<file path="config.mk">
export PLATFORM = sky130hd
export DESIGN_NAME = zx_bus_responder_flat
export DESIGN_NICKNAME = d
export VERILOG_FILES = /design/src/rtl/zx_bus_responder_if.sv /design/src/rtl/zx_bus_responder.sv /design/src/flat_wrapper.sv
export SDC_FILE = /design/constraint.sdc
export NUM_CORES = 1
export LEC_CHECK = 0
export CAP_MARGIN = 20
export CORE_MARGIN = 3
export CORE_UTILIZATION = 25
export CTS_BUF_LIST = sky130_fd_sc_hd__clkbuf_8 sky130_fd_sc_hd__clkbuf_16
export DETAILED_ROUTE_END_ITERATION = 8
export PLACE_DENSITY = 0.51
export SETUP_SLACK_MARGIN = 0.4
export SLEW_MARGIN = 20
export SYNTH_ARGS = -nofsm -noshare
export SYNTH_HDL_FRONTEND = slang
export SYNTH_SLANG_ARGS = --single-unit
</file>
<file path="constraint.sdc">
create_clock -name clk -period 2 [get_ports clk]
set_clock_uncertainty 0.1 [all_clocks]
set_input_delay 0.2 -clock clk [delete_from_list [all_inputs] [get_ports clk]]
set_output_delay 0.2 -clock clk [all_outputs]
set_load 0.02 [all_outputs]
</file>
<file path="src/rtl/zx_bus_responder_if.sv">
// Z80-style CPU bus plus a simple request/ack memory backend, seen from the responder (slave)
// and from the CPU/backend side (master).
interface zx_bus_responder_if;
    logic [15:0] A;
    logic [7:0]  cpu_do;
    logic        mreq_n;
    logic        iorq_n;
    logic        rd_n;
    logic        wr_n;
    logic        m1_n;
    logic        rfsh_n;
    logic [7:0]  di;
    logic        wait_n;
    logic [15:0] mem_addr;
    logic [7:0]  mem_wdata;
    logic        mem_we;
    logic        mem_req;
    logic        mem_ack;
    logic [7:0]  mem_rdata;

    modport slave (
        input  A, cpu_do, mreq_n, iorq_n, rd_n, wr_n, m1_n, rfsh_n, mem_ack, mem_rdata,
        output di, wait_n, mem_addr, mem_wdata, mem_we, mem_req
    );

    modport master (
        output A, cpu_do, mreq_n, iorq_n, rd_n, wr_n, m1_n, rfsh_n, mem_ack, mem_rdata,
        input  di, wait_n, mem_addr, mem_wdata, mem_we, mem_req
    );
endinterface

</file>
<file path="src/rtl/zx_bus_responder.sv">
// Bridges Z80 memory cycles to a req/ack backend; the ZXBUS_IOPORT_EN macro adds the ULA border/keyboard port.
// The CPU is held in wait from the start strobe until mem_ack, plus WAIT_STATES extra cycles.
module zx_bus_responder #(
    parameter int         WAIT_STATES = 0,
    parameter logic [7:0] IM2_VECTOR  = 8'hFF
) (
    input  logic clk,
    input  logic reset,
`ifdef ZXBUS_IOPORT_EN
    input  logic [4:0] kbd,
    output logic [2:0] border,
`endif
    zx_bus_responder_if.slave bus
);

    typedef enum logic [1:0] {IDLE, COUNT, REQ, HOLD} state_t;

    localparam logic [3:0] CNT_LOAD = (WAIT_STATES > 0) ? 4'(WAIT_STATES - 1) : 4'd0;

    state_t      state;
    state_t      state_nxt;
    logic [3:0]  cnt;
    logic [3:0]  cnt_nxt;
    logic [15:0] mem_addr_q;
    logic [7:0]  mem_wdata_q;
    logic        mem_we_q;
    logic [7:0]  di_q;
    logic [7:0]  io_rd_dat;

    logic start_cond;
    logic start;
    logic io_cyc;
    logic inta;
    logic io_rd;

    assign start_cond = ~bus.mreq_n & bus.rfsh_n & (~bus.rd_n | ~bus.wr_n);
    assign start      = (state == IDLE) && start_cond;
    assign io_cyc     = ~bus.iorq_n & bus.m1_n;
    assign inta       = ~bus.iorq_n & ~bus.m1_n;
    assign io_rd      = io_cyc & ~bus.rd_n;

`ifdef ZXBUS_IOPORT_EN
    assign io_rd_dat = bus.A[0] ? 8'hFF : {3'b111, kbd};
`else
    assign io_rd_dat = 8'hFF;
`endif

    always_comb begin
        state_nxt = state;
        cnt_nxt   = cnt;
        case (state)
            IDLE: begin
                if (start_cond) begin
                    if (WAIT_STATES > 0) begin
                        state_nxt = COUNT;
                        cnt_nxt   = CNT_LOAD;
                    end else begin
                        state_nxt = REQ;
                    end
                end
            end
            COUNT: begin
                if (cnt == 4'd0) state_nxt = REQ;
                else             cnt_nxt   = cnt - 4'd1;
            end
            // Once issued, a request always runs to its ack even if the strobe goes away.
            REQ:     if (bus.mem_ack) state_nxt = HOLD;
            HOLD:    if (bus.mreq_n)  state_nxt = IDLE;
            default: state_nxt = IDLE;
        endcase
    end

    always_ff @(posedge clk) begin
        if (reset) begin
            state       <= IDLE;
            cnt         <= 4'd0;
            mem_addr_q  <= 16'h0000;
            mem_wdata_q <= 8'h00;
            mem_we_q    <= 1'b0;
            di_q        <= 8'hFF;
        end else begin
            state <= state_nxt;
            cnt   <= cnt_nxt;
            if (state_nxt == REQ && state != REQ) begin
                mem_addr_q  <= bus.A;
                mem_wdata_q <= bus.cpu_do;
                mem_we_q    <= ~bus.wr_n;
            end
            if (state == REQ && bus.mem_ack && !mem_we_q) di_q <= bus.mem_rdata;
            else if (inta)                                 di_q <= IM2_VECTOR;
            else if (io_rd)                                di_q <= io_rd_dat;
        end
    end

`ifdef ZXBUS_IOPORT_EN
    logic io_wr;
    logic io_wr_q;

    assign io_wr = io_cyc & ~bus.wr_n;

    // Border latches once per OUT, on the first edge the write strobe is seen.
    always_ff @(posedge clk) begin
        if (reset) begin
            io_wr_q <= 1'b0;
            border  <= 3'd0;
        end else begin
            io_wr_q <= io_wr;
            if (io_wr && !io_wr_q && !bus.A[0]) border <= bus.cpu_do[2:0];
        end
    end
`endif

    assign bus.mem_req   = (state == REQ);
    assign bus.mem_addr  = mem_addr_q;
    assign bus.mem_wdata = mem_wdata_q;
    assign bus.mem_we    = mem_we_q;
    assign bus.di        = di_q;
    assign bus.wait_n    = reset ? 1'b1 : ~(start || state == COUNT || state == REQ);

endmodule

</file>
<file path="src/flat_wrapper.sv">
// flat-port wrapper written by rule: the top's interface ports become plain ports
module zx_bus_responder_flat 
#(
    parameter int         WAIT_STATES = 0,
    parameter logic [7:0] IM2_VECTOR  = 8'hFF
)
  (clk, reset, bus_A, bus_cpu_do, bus_mreq_n, bus_iorq_n, bus_rd_n, bus_wr_n, bus_m1_n, bus_rfsh_n, bus_mem_ack, bus_mem_rdata, bus_di, bus_wait_n, bus_mem_addr, bus_mem_wdata, bus_mem_we, bus_mem_req);
  zx_bus_responder_if bus_i ();
  input  logic clk;
  input  logic reset;
  input wire logic [$bits(bus_i.A)-1:0] bus_A;
  input wire logic [$bits(bus_i.cpu_do)-1:0] bus_cpu_do;
  input wire logic [$bits(bus_i.mreq_n)-1:0] bus_mreq_n;
  input wire logic [$bits(bus_i.iorq_n)-1:0] bus_iorq_n;
  input wire logic [$bits(bus_i.rd_n)-1:0] bus_rd_n;
  input wire logic [$bits(bus_i.wr_n)-1:0] bus_wr_n;
  input wire logic [$bits(bus_i.m1_n)-1:0] bus_m1_n;
  input wire logic [$bits(bus_i.rfsh_n)-1:0] bus_rfsh_n;
  input wire logic [$bits(bus_i.mem_ack)-1:0] bus_mem_ack;
  input wire logic [$bits(bus_i.mem_rdata)-1:0] bus_mem_rdata;
  output wire logic [$bits(bus_i.di)-1:0] bus_di;
  output wire logic [$bits(bus_i.wait_n)-1:0] bus_wait_n;
  output wire logic [$bits(bus_i.mem_addr)-1:0] bus_mem_addr;
  output wire logic [$bits(bus_i.mem_wdata)-1:0] bus_mem_wdata;
  output wire logic [$bits(bus_i.mem_we)-1:0] bus_mem_we;
  output wire logic [$bits(bus_i.mem_req)-1:0] bus_mem_req;
  assign bus_i.A = bus_A;
  assign bus_i.cpu_do = bus_cpu_do;
  assign bus_i.mreq_n = bus_mreq_n;
  assign bus_i.iorq_n = bus_iorq_n;
  assign bus_i.rd_n = bus_rd_n;
  assign bus_i.wr_n = bus_wr_n;
  assign bus_i.m1_n = bus_m1_n;
  assign bus_i.rfsh_n = bus_rfsh_n;
  assign bus_i.mem_ack = bus_mem_ack;
  assign bus_i.mem_rdata = bus_mem_rdata;
  assign bus_di = bus_i.di;
  assign bus_wait_n = bus_i.wait_n;
  assign bus_mem_addr = bus_i.mem_addr;
  assign bus_mem_wdata = bus_i.mem_wdata;
  assign bus_mem_we = bus_i.mem_we;
  assign bus_mem_req = bus_i.mem_req;
  zx_bus_responder #(.WAIT_STATES(WAIT_STATES), .IM2_VECTOR(IM2_VECTOR)) u_core (.clk(clk), .reset(reset), .bus(bus_i));
endmodule
</file>
==> impl_metrics.ini, run 1 <==
[floorplan]
row_count = 30
ios = 76
start_util_pct = 26.0
die_w_um = 90.6
core_region_area_sq_um = 6870
die_area_sq_um = 8200
fp.dieH_um = 90.6

[sta]
setup_viol = 0
drv_slew = 0
min_period_over_period_pct = 88.0
worst_slew_pin_slew_ps = 382
min_period_ps = 1760
slew_headroom_pct = 74.5
timing.fmax_mhz = 568
final.setup.tns_ps = 0
rsz0062_at_grt = yes
hold_viol = 0

[yosys]
ys_ff_latch = 39
synth.top_cell.area_share_pct = 43.7
synth_nets = 221
yosysUniqueCellTypes = 30
avgSynthCellArea_sq_um = 9.99
ys_warn_count = 0
synth_cells = 179
yosys.area.top_type = dfxtp_1
synth.cell_area_sq_um = 1790
synth_area_leaders = dfxtp_1 (44%), nand2b_1 (20%), mux2i_1 (14%)
ys_seq_area_share_pct = 43.7

[hold_path]
min_from = bus_A[9]
min_to = u_core.bus.mem_addr[9]
hp-class = in2reg
holdPathStages = 3

[worst_setup_path]
cp-start-kind = register
r2r_cells = 7
crit_path_max_fanout = 21
critPathKind = reg2reg
reg2reg_from = u_core.cnt[0]
arrival_ps = 1830
r2r_slack_ps = 240
timing.rr.end = u_core.bus.mem_addr[11]
critPathCaptureType = register
worstPathRequired_ps = 2070

[flow_run]
drv_cap = 0

[cts]
cts.sinks = 39
root_buffer = clkbuf_8
cts_buffers = 5
htree_levels = 2
cts_tree = built
clockBufferDepth = 2
path_clk_slew_ps = 80
clk_latency_ps = 280

[final_layout]
syn_to_final_growth_pct = 57.0
drive_gt1_share_pct = 13.5
final_nets = 302
final_core_util_pct = 40.9
layout_commonest_cell = clkdlybuf4s50_1
diodes = 0
final_cell_mix = clkdlybuf4s50_1 (70), nand2b_1 (56), dfxtp_1 (35), mux2i_1 (25), buf_4 (10)
n_fill_cell = 680

[detailed_routing]
drc = 0
vias = 1440
wirelength_um = 4370
firstDrtPassIters = 4
ant_nets = 0
wl_per_cell_um = 12.3
via_per_inst = 4.04
drt_iter0_markers = 48

[pwr]
p_leak_nw = 1.18
vdd_drop_max_mv = 0.240
p_total_mw = 1.78
pwr_density_cell_nw_per_um2 = 633

[global_route]
grt_usage_pct = 11.0
antenna_found_initial = 0
grt_max_degree = 65
grt_first_pass_wirelength_um = 7360
grt.overflow.total = 0
grt_pass1_vias = 1430

[placement]
routabilityCongestion = 0.796
dp_hpwl_um = 3030
io_buffers = 75

[status]
status = complete, no violations
==> routing by layer <==
| layer | global-route usage [%] | up-vias | routed length, um |
|---|---|---|---|
| li1 | - | 752 | - |
| met1 | 14.9 | 648 | 2100 |
| met2 | 16.4 | 35 | 1990 |
| met3 | 3.75 | 5 | 214 |
| met4 | 3.57 | 0 | 59 |
| met5 | 0 | - | 0 |
==> final cells by class <==
cell class,instances,area (sq um),share of cell area [%]
tap,96,120,4.28
multi-input combinational,122,926,33.0
clock buffer,6,82.6,2.94
sequential,39,786,28.0
clock inverter,1,5.00,0.178
timing repair buffer,87,868,30.9
inverter,5,18.8,0.669
==> worst max-delay path by stage <==
stage / to / start / slack (ps)
6_report: u_core.bus.mem_addr[11] / u_core.cnt[0] / 240
5_1_grt: u_core.bus.mem_addr[11] / u_core.cnt[1] / 140
4_1_cts: u_core.bus.mem_addr[11] / u_core.cnt[0] / 230
3_5_place_dp: bus_wait_n / bus_rfsh_n / 70
3_3_place_gp: bus_wait_n / bus_rfsh_n / 110
2_1_floorplan: u_core.bus.mem_we / u_core.cnt[0] / 100
==> cell families after synthesis <==
logic type      Yosys count  synth area share [%]
buf+inv                  18                  6.16
mux                      26                  14.8
flops                    39                  43.7
xor+xnor                  3                  1.47
fa+ha+maj                 1                 0.700
compound gates           19                  7.91
simple gates             73                  25.3
==> worst max-delay path: stages (launching register included) <==
cell,delay (ps)
dfxtp_2,330
inv_2,70
ha_4,130
or3b_4,370
nand3b_4,160
a21boi_4,160
buf_12,190
mux2i_1,130
==> flip-flops by register name (all words and copies together), names as in the netlist <==
signal and cells:
u_core.bus.di 8, u_core.bus.mem_addr 16, u_core.bus.mem_wdata 8, u_core.bus.mem_we 1
u_core.cnt 4, u_core.state 2
==> metrics by stage <==
step | area [sq um] | hold WS [ps] | worst slack (ps) | instances
5_1_grt | 2810 | 364 | 141 | 356
3_3_place_gp | 2670 | 358 | 109 | 346
4_1_cts | 2780 | 357 | 228 | 354
2_1_floorplan | 1790 | 251 | 101 | 179
6_report | 2810 | 371 | 239 | 356
3_5_place_dp | 2670 | 366 | 73.0 | 346
==> synthesized netlist by cell type (all sizes together) <==
master / instances
a2111oi: 1
a211oi: 1
a21boi: 1
a21o: 1
a21oi: 4
a311oi: 1
buf: 5
clkbuf: 8
dfxtp: 39
ha: 1
inv: 5
mux2: 1
mux2i: 25
nand2: 4
nand2b: 56
nand3: 2
nand3b: 1
nand4bb: 1
nor2: 5
nor2b: 2
nor3: 1
o21ai: 1
o22ai: 8
o31ai: 1
or3b: 1
xnor2: 1
xor2: 2
==> repair_timing <==
| item | 4_1_cts | 5_1_grt |
|---|---|---|
| gates resized for setup | 10 | 10 |
| endpoints found under the setup margin | 28 | 32 |
| pin swaps | 0 | 3 |
| endpoints found under the hold margin | 0 | 0 |
| hold buffers | 0 | 0 |
| buffers inserted | 1 | 2 |
==> report_power, final <==
part / internal (mW) / leakage [nW] / switching, mW
clock: 0.271 / 0.0470 / 0.268
combinational: 0.226 / 0.818 / 0.169
sequential: 0.819 / 0.319 / 0.0244
Note: power is estimated with default switching activity, not from simulation.
==> inputs of run 2 (changes only) <==
--- a/config.mk
+++ b/config.mk
@@ -12,7 +12,6 @@
 export DETAILED_ROUTE_END_ITERATION = 8
 export PLACE_DENSITY = 0.51
 export SETUP_SLACK_MARGIN = 0.4
-export SLEW_MARGIN = 20
 export SYNTH_ARGS = -nofsm -noshare
 export SYNTH_HDL_FRONTEND = slang
 export SYNTH_SLANG_ARGS = --single-unit
==> results of run 2 <==
Final layout, timing and power as in run 1 (identical DEF).
